[src/rtl/router_fifo_pkg.sv]
// Shared constants and the tagged storage word for the router output buffer.
// Header byte layout: destination in [1:0], payload length in [7:2].
package router_fifo_pkg;

  localparam int DATA_WIDTH = 8;
  localparam int DEPTH      = 16;
  localparam int ADDR_WIDTH = 4;
  localparam int CNT_WIDTH  = 6;

  localparam int HDR_ADDR_MSB = 1;
  localparam int HDR_ADDR_LSB = 0;
  localparam int HDR_LEN_MSB  = 7;
  localparam int HDR_LEN_LSB  = 2;

  typedef logic [ADDR_WIDTH:0] ptr_t;

  typedef struct packed {
    logic                  hdr;
    logic [DATA_WIDTH-1:0] data;
  } tagged_word_t;

  // Bytes left in a packet once its header has been read: payload plus parity.
  function automatic logic [CNT_WIDTH-1:0] pkt_len(input logic [DATA_WIDTH-1:0] hdr_byte);
    return hdr_byte[HDR_LEN_MSB:HDR_LEN_LSB] + CNT_WIDTH'(1);
  endfunction

endpackage

[src/rtl/router_fifo_if.sv]
// Write/read handshake bundle between the router core and one output buffer.
interface router_fifo_if;
  import router_fifo_pkg::*;

  logic                  write_enb;
  logic                  read_enb;
  logic                  lfd_state;
  logic [DATA_WIDTH-1:0] data_in;
  logic                  empty;
  logic                  full;
  logic [DATA_WIDTH-1:0] data_out;

  modport master (
    output write_enb, read_enb, lfd_state, data_in,
    input  empty, full, data_out
  );

  modport slave (
    input  write_enb, read_enb, lfd_state, data_in,
    output empty, full, data_out
  );

endinterface

[src/rtl/router_fifo.sv]
// Per-destination output buffer: tags header bytes on write and tracks the
// remaining bytes of the packet being read so the read bus idles at zero.
module router_fifo
  import router_fifo_pkg::*;
(
  input logic          clock,
  input logic          reset,
  input logic          soft_reset,
  router_fifo_if.slave bus
);

  ptr_t                  wr_ptr;
  ptr_t                  rd_ptr;
  logic [DATA_WIDTH-1:0] mem_data [DEPTH];
  logic [DEPTH-1:0]      hdr_tag;
  logic [CNT_WIDTH-1:0]  pkt_count;
  logic                  lfd_d;
  logic                  clear;
  logic                  do_write;
  logic                  do_read;
  tagged_word_t          rd_word;

  assign clear    = reset | soft_reset;
  assign bus.empty = (wr_ptr == rd_ptr);
  assign bus.full  = (wr_ptr[ADDR_WIDTH] != rd_ptr[ADDR_WIDTH]) &&
                     (wr_ptr[ADDR_WIDTH-1:0] == rd_ptr[ADDR_WIDTH-1:0]);
  assign do_write = bus.write_enb && !bus.full;
  assign do_read  = bus.read_enb && !bus.empty;

  assign rd_word.hdr  = hdr_tag[rd_ptr[ADDR_WIDTH-1:0]];
  assign rd_word.data = mem_data[rd_ptr[ADDR_WIDTH-1:0]];

  // Data storage needs no reset; a write coinciding with a reset is discarded.
  always_ff @(posedge clock) begin
    if (!clear && do_write) begin
      mem_data[wr_ptr[ADDR_WIDTH-1:0]] <= bus.data_in;
    end
  end

  always_ff @(posedge clock) begin
    if (clear) begin
      wr_ptr       <= '0;
      rd_ptr       <= '0;
      pkt_count    <= '0;
      lfd_d        <= 1'b0;
      hdr_tag      <= '0;
      bus.data_out <= '0;
    end else begin
      // lfd_state leads the header byte by one clock; delay it to tag that byte.
      lfd_d <= bus.lfd_state;

      if (do_write) begin
        hdr_tag[wr_ptr[ADDR_WIDTH-1:0]] <= lfd_d;
        wr_ptr                          <= wr_ptr + ptr_t'(1);
      end

      if (do_read) begin
        rd_ptr       <= rd_ptr + ptr_t'(1);
        bus.data_out <= rd_word.data;
        if (rd_word.hdr) begin
          pkt_count <= pkt_len(rd_word.data);
        end else if (pkt_count != '0) begin
          pkt_count <= pkt_count - CNT_WIDTH'(1);
        end
      end else if (pkt_count == '0) begin
        bus.data_out <= '0;
      end
    end
  end

endmodule

[src/flat_wrapper.sv]
// flat-port wrapper written by rule: the top's interface ports become plain ports
module router_fifo_flat import router_fifo_pkg::*;
  (clock, reset, soft_reset, bus_write_enb, bus_read_enb, bus_lfd_state, bus_data_in, bus_empty, bus_full, bus_data_out);
  router_fifo_if bus_i ();
  input logic clock;
  input logic reset;
  input logic soft_reset;
  input wire logic [$bits(bus_i.write_enb)-1:0] bus_write_enb;
  input wire logic [$bits(bus_i.read_enb)-1:0] bus_read_enb;
  input wire logic [$bits(bus_i.lfd_state)-1:0] bus_lfd_state;
  input wire logic [$bits(bus_i.data_in)-1:0] bus_data_in;
  output wire logic [$bits(bus_i.empty)-1:0] bus_empty;
  output wire logic [$bits(bus_i.full)-1:0] bus_full;
  output wire logic [$bits(bus_i.data_out)-1:0] bus_data_out;
  assign bus_i.write_enb = bus_write_enb;
  assign bus_i.read_enb = bus_read_enb;
  assign bus_i.lfd_state = bus_lfd_state;
  assign bus_i.data_in = bus_data_in;
  assign bus_empty = bus_i.empty;
  assign bus_full = bus_i.full;
  assign bus_data_out = bus_i.data_out;
  router_fifo u_core (.clock(clock), .reset(reset), .soft_reset(soft_reset), .bus(bus_i));
endmodule
[config.mk]
export PLATFORM = sky130hd
export DESIGN_NAME = router_fifo_flat
export DESIGN_NICKNAME = d
export VERILOG_FILES = /design/src/rtl/router_fifo_pkg.sv /design/src/rtl/router_fifo_if.sv /design/src/rtl/router_fifo.sv /design/src/flat_wrapper.sv
export SDC_FILE = /design/constraint.sdc
export NUM_CORES = 1
export LEC_CHECK = 0
export ABC_CLOCK_PERIOD_IN_PS = 2940
export CORE_ASPECT_RATIO = 1.2
export CORE_MARGIN = 2
export CORE_UTILIZATION = 54
export CTS_CLUSTER_SIZE = 8
export DETAILED_ROUTE_END_ITERATION = 12
export GPL_ROUTABILITY_DRIVEN = 0
export PLACE_DENSITY = 0.83
export SYNTH_ARGS = -nofsm -noshare
export SYNTH_HDL_FRONTEND = slang
export SYNTH_SLANG_ARGS = --single-unit
[constraint.sdc]
create_clock -name clock -period 2.94 [get_ports clock]
set_input_delay 0.588 -clock clock [delete_from_list [all_inputs] [get_ports clock]]
set_output_delay 0.588 -clock clock [all_outputs]
set_load 0.02 [all_outputs]
==> results.md <==
• **result of the run** finished clean
• **1st-iter DRT viols** 459
• **number of global-route vias before repair** 4,203
• **drc violations** 0
• **WP data required** 2350 ps
• **final-layout fill cell count** 869
• **Mapped Area** 7139 sq um
• **maximum number of pins on one net before global-route repair** 34
• **Die X-Extent** 109.0 um
• **count of vias placed by the detailed router** 4,293
• **internal power contribution** 3.882 mW
• **number of buffers added on ports** 23
• **leading register cell type out of synthesis** sky130_fd_sc_hd__edfxtp_1
• **final-layout worst hold slack** 468.6 ps
• **post-route design area** 8213 sq um
• **Critical Path Fanout Max** 14
• **Final nets** 534
• **Max clock buf depth** 2
• **critical hold path startpoint** u_core.bus.data_out[1]$_SDFFE_PP0P_
• **mean instance size in the synthesized netlist** 15.13 sq um
• **number of buffers added for setup after CTS** 0
• **top cell type by total area after synthesis** sky130_fd_sc_hd__edfxtp_1
• **power share of the sequential group** 0.530
• **maxcap violations** 0
• **setup TNS** 0 ps
• **number of unique standard cell types used by synthesis** 44
• **worst setup slack after layout** 222.4 ps
• **slew at the pin with the worst max-slew slack** 613.6 ps
• **leading cell types by total area after synthesis** sky130_fd_sc_hd__edfxtp_1 (54%), sky130_fd_sc_hd__dfxtp_1 (13%), sky130_fd_sc_hd__mux4_2 (12%)
• **CTS root buffer** sky130_fd_sc_hd__clkbuf_16
• **number of buffers created by CTS** 17
• **Post-Place Worst Slack** 179.8 ps
• **diodes inserted** 0
• **Final Cycle Share** 0.9244
• **critical path arrival** 2130 ps
• **type of the setup path with the least slack** reg -> out
• **power per unit of standard cell area** 604.8 nW/um^2
• **Die Area** 14,160 sq um
• **share of the yosys chip area belonging to registers** 0.6646
• **Die Y** 130.0 um
• **total nets after synthesis** 494
• **maximum level of the CTS H-tree** 4
• **Core Util, Final** 0.6286
• **number of optimization iterations in the first detailed-route pass** 4
• **number of sinks handled by clock tree synthesis** 173
• **part of the power in the clock network** 0.440
• **number of cell rows** 46
• **Placed Instances** 661
• **WHS Endpoint** u_core.bus.data_out[1]$_SDFFE_PP0P_
• **portion of total power attributed to combinational logic** 0.029
• **post-detailed-route count of antenna-violating nets** 0
• **Layout Cells excl Fill** 693
• **worst hold path cell count** 2
• **initial core utilization** 0.5464
• **switch share** 0.2185
• **number of synthesized register bits** 173
• **area of the core** 13,070 sq um
• **WL per Instance** 22.07 um
• **total routing resource utilization after global routing** 0.2302
• **Area growth syn-to-layout** 15.04%
• **clock tree from TritonCTS** built
• **Hold Crit Class** reg -> reg
• **worst-skew pair later-pin latency** 430 ps
• **element type at the critical path start** flop
• **overall power after layout** 4.967 mW
• **quantity of hold-fixing buffers added after cts** 0
• **Pins Over Slew Limit** 0
• **hpwl dp** 9739 um
• **number of hold-slack violations in the final timing report** 0
• **number of antenna violations at the first check in global routing** 1
• **proportion of layout cells with a drive suffix above 1** 0.1924
• **crit path capture type** primary output
• **total wirelength of the detailed-routed design** 15,290 um
• **Worst R2R End** u_core.pkt_count[2]$_SDFFE_PP0P_
• **I/O pins** 24
• **post-route minimum period** 2718 ps
• **total of warnings raised by yosys** 0
• **fraction of synthesized cell area taken by the top area cell type** 0.5384
• **depth of the worst register-to-register path** 8
• **Switching Power** 1.085 mW
• **global-route wire length before repair** 23,330 um
• **Final Setup Violations** 0
• **post-detailed-route via-to-cell ratio** 6.195
• **unrepaired setup endpoints after global routing** false
• **Max Clock Freq** 368.0 MHz
• **Post-Place Cell Area** 7635 sq um
• **post-CTS clock slew at the launch and capture registers of the worst setup and hold paths** 60 ps
• **Layout Skew** 10.08 ps
• **Async SR Flop Fraction** 0
• **VDD IR-drop max** 454.1 uV
• **Reg2Reg Setup Slack** 230 ps
• **number of gates given a new drive strength after cts** 0
• **Gate Count Post-Synth** 472
• **total leakage power** 2.609 nW
• **normalized max-slew margin** 0.5897
• **number of flops mapped to enable cells by yosys** 128
• **total gr overflow** 0
-- cell families (layout without fill, tap and decap cells) --
family / count (synthesis) / after routing / synth area share
buffers and inverters: 31 / 84 / 0.02331
XOR/XNOR: 15 / 15 / 0.01840
adder cells (fa/ha/maj): 8 / 8 / 0.01402
multiplexers: 46 / 46 / 0.1379
AND/OR/NAND/NOR: 131 / 131 / 0.08675
AO/OA/AOI/OAI: 68 / 68 / 0.05503
flip-flops: 173 / 173 / 0.6646
-- registers in the layout, summed over array words and instances, names as in the netlist, named ones only --
name	cells
u_core.pkt_count	6
u_core.wr_ptr	5
u_core.bus.data_out	8
u_core.mem_data	128
u_core.hdr_tag	16
u_core.rd_ptr	5
u_core.lfd_d	1
-- layout by cell type, fill, tap and decap left out, drive strengths merged, types with 6 or more instances in the layout --
cell type / netlist / routed
a21oi: 29 / 29
and2: 6 / 6
buf: 11 / 23
clkbuf: 13 / 18
clkdlybuf4s50: 1 / 23
dfxtp: 45 / 45
edfxtp: 128 / 128
ha: 8 / 8
inv: 5 / 15
mux4: 41 / 41
nand2: 27 / 27
nand3: 30 / 30
nand4: 8 / 8
nor2: 41 / 41
nor2b: 6 / 6
o21ai: 21 / 21
xnor2: 7 / 7
xor2: 8 / 8
-- final cells by class --
cell class / count / area (sq um) / area share
clock inverter: 14 / 145.1 / 0.01767
timing repair buffer: 46 / 427.9 / 0.05210
tap: 168 / 210.2 / 0.02559
sequential: 173 / 4750 / 0.5783
clock buffer: 18 / 429.2 / 0.05225
multi-input combinational: 268 / 2228 / 0.2713
inverter: 6 / 22.52 / 0.002742
-- critical path, cell delays in order, from the launching register on --
cell	delay, ps
sky130_fd_sc_hd__dfxtp_2	510
sky130_fd_sc_hd__xnor2_1	160
sky130_fd_sc_hd__nand4_1	250
sky130_fd_sc_hd__nor2_1	170
sky130_fd_sc_hd__clkdlybuf4s50_1	620
-- per-layer routing --
metal	wire [um]	part of all wire	up-vias	GRT usage
met5	16	0.0010	-	0
li1	-	-	1896	-
met3	940	0.061	33	0.05544
met2	7951	0.52	203	0.3833
met4	408	0.027	2	0.1056
met1	5976	0.39	2159	0.2859
-- synth_stat cells (2+ instances only) --
cell type,count
sky130_fd_sc_hd__buf_6,4
sky130_fd_sc_hd__and2_1,6
sky130_fd_sc_hd__clkbuf_1,13
sky130_fd_sc_hd__o21a_1,3
sky130_fd_sc_hd__nand3_1,30
sky130_fd_sc_hd__o21ai_0,20
sky130_fd_sc_hd__or3_1,2
sky130_fd_sc_hd__or2_2,2
sky130_fd_sc_hd__o22ai_1,2
sky130_fd_sc_hd__mux2i_1,5
sky130_fd_sc_hd__nand2_1,27
sky130_fd_sc_hd__buf_4,2
sky130_fd_sc_hd__a21oi_1,29
sky130_fd_sc_hd__o211ai_1,2
sky130_fd_sc_hd__mux4_2,38
sky130_fd_sc_hd__nand3b_1,2
sky130_fd_sc_hd__dfxtp_1,45
sky130_fd_sc_hd__nor2b_1,6
sky130_fd_sc_hd__xor2_1,8
sky130_fd_sc_hd__ha_1,8
sky130_fd_sc_hd__edfxtp_1,128
sky130_fd_sc_hd__nor3_1,2
sky130_fd_sc_hd__buf_2,4
sky130_fd_sc_hd__mux4_1,3
sky130_fd_sc_hd__nand2b_1,2
sky130_fd_sc_hd__nor2_1,41
sky130_fd_sc_hd__inv_1,5
sky130_fd_sc_hd__a22oi_1,2
sky130_fd_sc_hd__xnor2_1,7
sky130_fd_sc_hd__nand4_1,8
sky130_fd_sc_hd__a31oi_1,3
-- power groups by stage --
stage	sequential, mW	clock [mW]	combinational, mW
5_1_grt	2.63	2.30	0.159
3_5_place_dp	2.69	0	0.144
2_1_floorplan	2.68	0	0.0809
6_report	2.63	2.19	0.146
3_3_place_gp	2.69	0	0.138
4_1_cts	2.63	2.21	0.146
-- worst max-delay path by stage --
stage                                  startpoint                          endpoint  slack, ps  cells past startpoint
floorplan                                    flop  u_core.pkt_count[2]$_SDFFE_PP0P_        520                      9
global placement                             flop  u_core.pkt_count[2]$_SDFFE_PP0P_        330                      8
detailed placement                           flop  u_core.pkt_count[2]$_SDFFE_PP0P_        180                      8
CTS                 u_core.wr_ptr[3]$_SDFFE_PP0P_                         bus_empty         20                      4
global route        u_core.wr_ptr[3]$_SDFFE_PP0P_                          bus_full         40                      4
finish              u_core.wr_ptr[3]$_SDFFE_PP0P_                         bus_empty        220                      4
Note: power is estimated with default switching activity, not from simulation.
==> variant: new RTL, config.mk and constraints unchanged <==
The package constant `DATA_WIDTH` goes from 8 to 12.
--- a/src/rtl/router_fifo_pkg.sv
+++ b/src/rtl/router_fifo_pkg.sv
@@ -4,3 +4,3 @@
 
-  localparam int DATA_WIDTH = 8;
+  localparam int DATA_WIDTH = 12;
   localparam int DEPTH      = 16;
Ports: changed (resized bus_data_in and bus_data_out); port bits go from 24 to 32. No check against the original RTL was run, so the function may have changed too.
==> variant against the unedited design <==
- critical path depth is the same
- worst hold slack got worse by 0.0011 ns
- wire length increased by 41%
- worst setup slack worse by 0.12 ns
- register-to-register slack improved by 0.14 ns
- total power increased by 52%
- count of clock-buffer cells in the layout rose by 29
- synthesized area increased by 35%
- design area rose by 39%
- sequential cell count grew 68
- utilization up 2.3 points
- first-iteration DRC count rose by 54%
- largest power group unchanged
- highest routed layer is now met4
==> variant: results <==
set metrics [dict create \
    outcome "finished clean" \
    grt_usage_pct 23.3 \
    critical_path.startpoint "u_core.wr_ptr[1]$_SDFFE_PP0P_" \
    grt_pass1_wl_um 33200 \
    synth_edf_count 192 \
    slowest_delay_ns 0.60 \
    grt_pass1_vias 5700 \
    muxShareOfSynthArea_pct 14.5 \
    min-delay-start "u_core.bus.data_out[11]$_SDFFE_PP0P_" \
    ctsResizeCount 2 \
    synth_nets 597 \
    fillCellCount 1135 \
    nets 672 \
    arrival_ns 2.25 \
    drt-total-wl_um 21500 \
    cts_buffer_depth 3 \
    cts_buffers 36 \
    slew_headroom_pct 40.3 \
    vias 5680 \
    largest_reg_flops 192 \
    yosysUniqueCellTypes 41 \
    postSynthCellCount 571 \
    crit_path_max_fanout 5 \
    drt_iter0_drc 708 \
    wl_per_cell_um 24.5 \
    fin_skew_ns 0.0177 \
    dr.pass1.iters 5 \
    port_buffers 31 \
    synth_xor_xnor_area_share_pct 1.64 \
    synth_compound_area_share_pct 4.96 \
    synth-adder-area-share_pct 1.04 \
    ir_drop_mv 0.452 \
]
-- variant: final timing paths --
kind | endpoint | slack (ns) | depth (start not counted)
worst min-delay path | u_core.bus.data_out[11]$_SDFFE_PP0P_ | 0.47 | 2
worst max-delay path | bus_full | 0.11 | 4
worst max register to register | u_core.pkt_count[5]$_SDFFE_PP0P_ | 0.37 | 6
worst min register to register | u_core.bus.data_out[11]$_SDFFE_PP0P_ | 0.47 | 2
-- variant: routing by layer --
| layer | vias to the layer above | global-route usage (%) | wire length, µm |
|---|---|---|---|
| li1 | 2389 | - | - |
| met1 | 2876 | 28.0 | 7790 |
| met3 | 84 | 5.01 | 1630 |
| met5 | - | 0 | 0 |
| met2 | 331 | 41.3 | 11300 |
| met4 | 0 | 9.45 | 854 |
-- variant: area by class of cell --
| cell class | count | area share, % |
|---|---|---|
| clock inverter | 4 | 0.745 |
| inverter | 8 | 0.263 |
| clock buffer | 47 | 8.25 |
| tap | 220 | 2.41 |
| timing repair buffer | 66 | 5.13 |
| multi-input combinational | 293 | 24.0 |
| sequential | 241 | 59.2 |
-- variant: worst reg2reg max path: stages (launching register included) --
cell	delay, ns
dfxtp_2	0.45
mux4_2	0.52
mux4_2	0.61
a2111oi_4	0.37
a221o_2	0.19
o21ba_1	0.16
a211oi_2	0.19
-- variant: where the power goes --
part	switching [W]	internal, W	total, W
Sequential	0.0000102	0.00370	0.00371
Combinational	0.000119	0.0000768	0.000196
Clock	0.00141	0.00225	0.00366
Total	0.00154	0.00602	0.00756
-- variant: stage by stage --
step | total power [W] | area (µm²)
6_report | 0.00756 | 11400
5_1_grt | 0.00775 | 11400
4_1_cts | 0.00761 | 11400
3_5_place_dp | 0.00396 | 10400
3_3_place_gp | 0.00395 | 10400
2_1_floorplan | 0.00386 | 9630
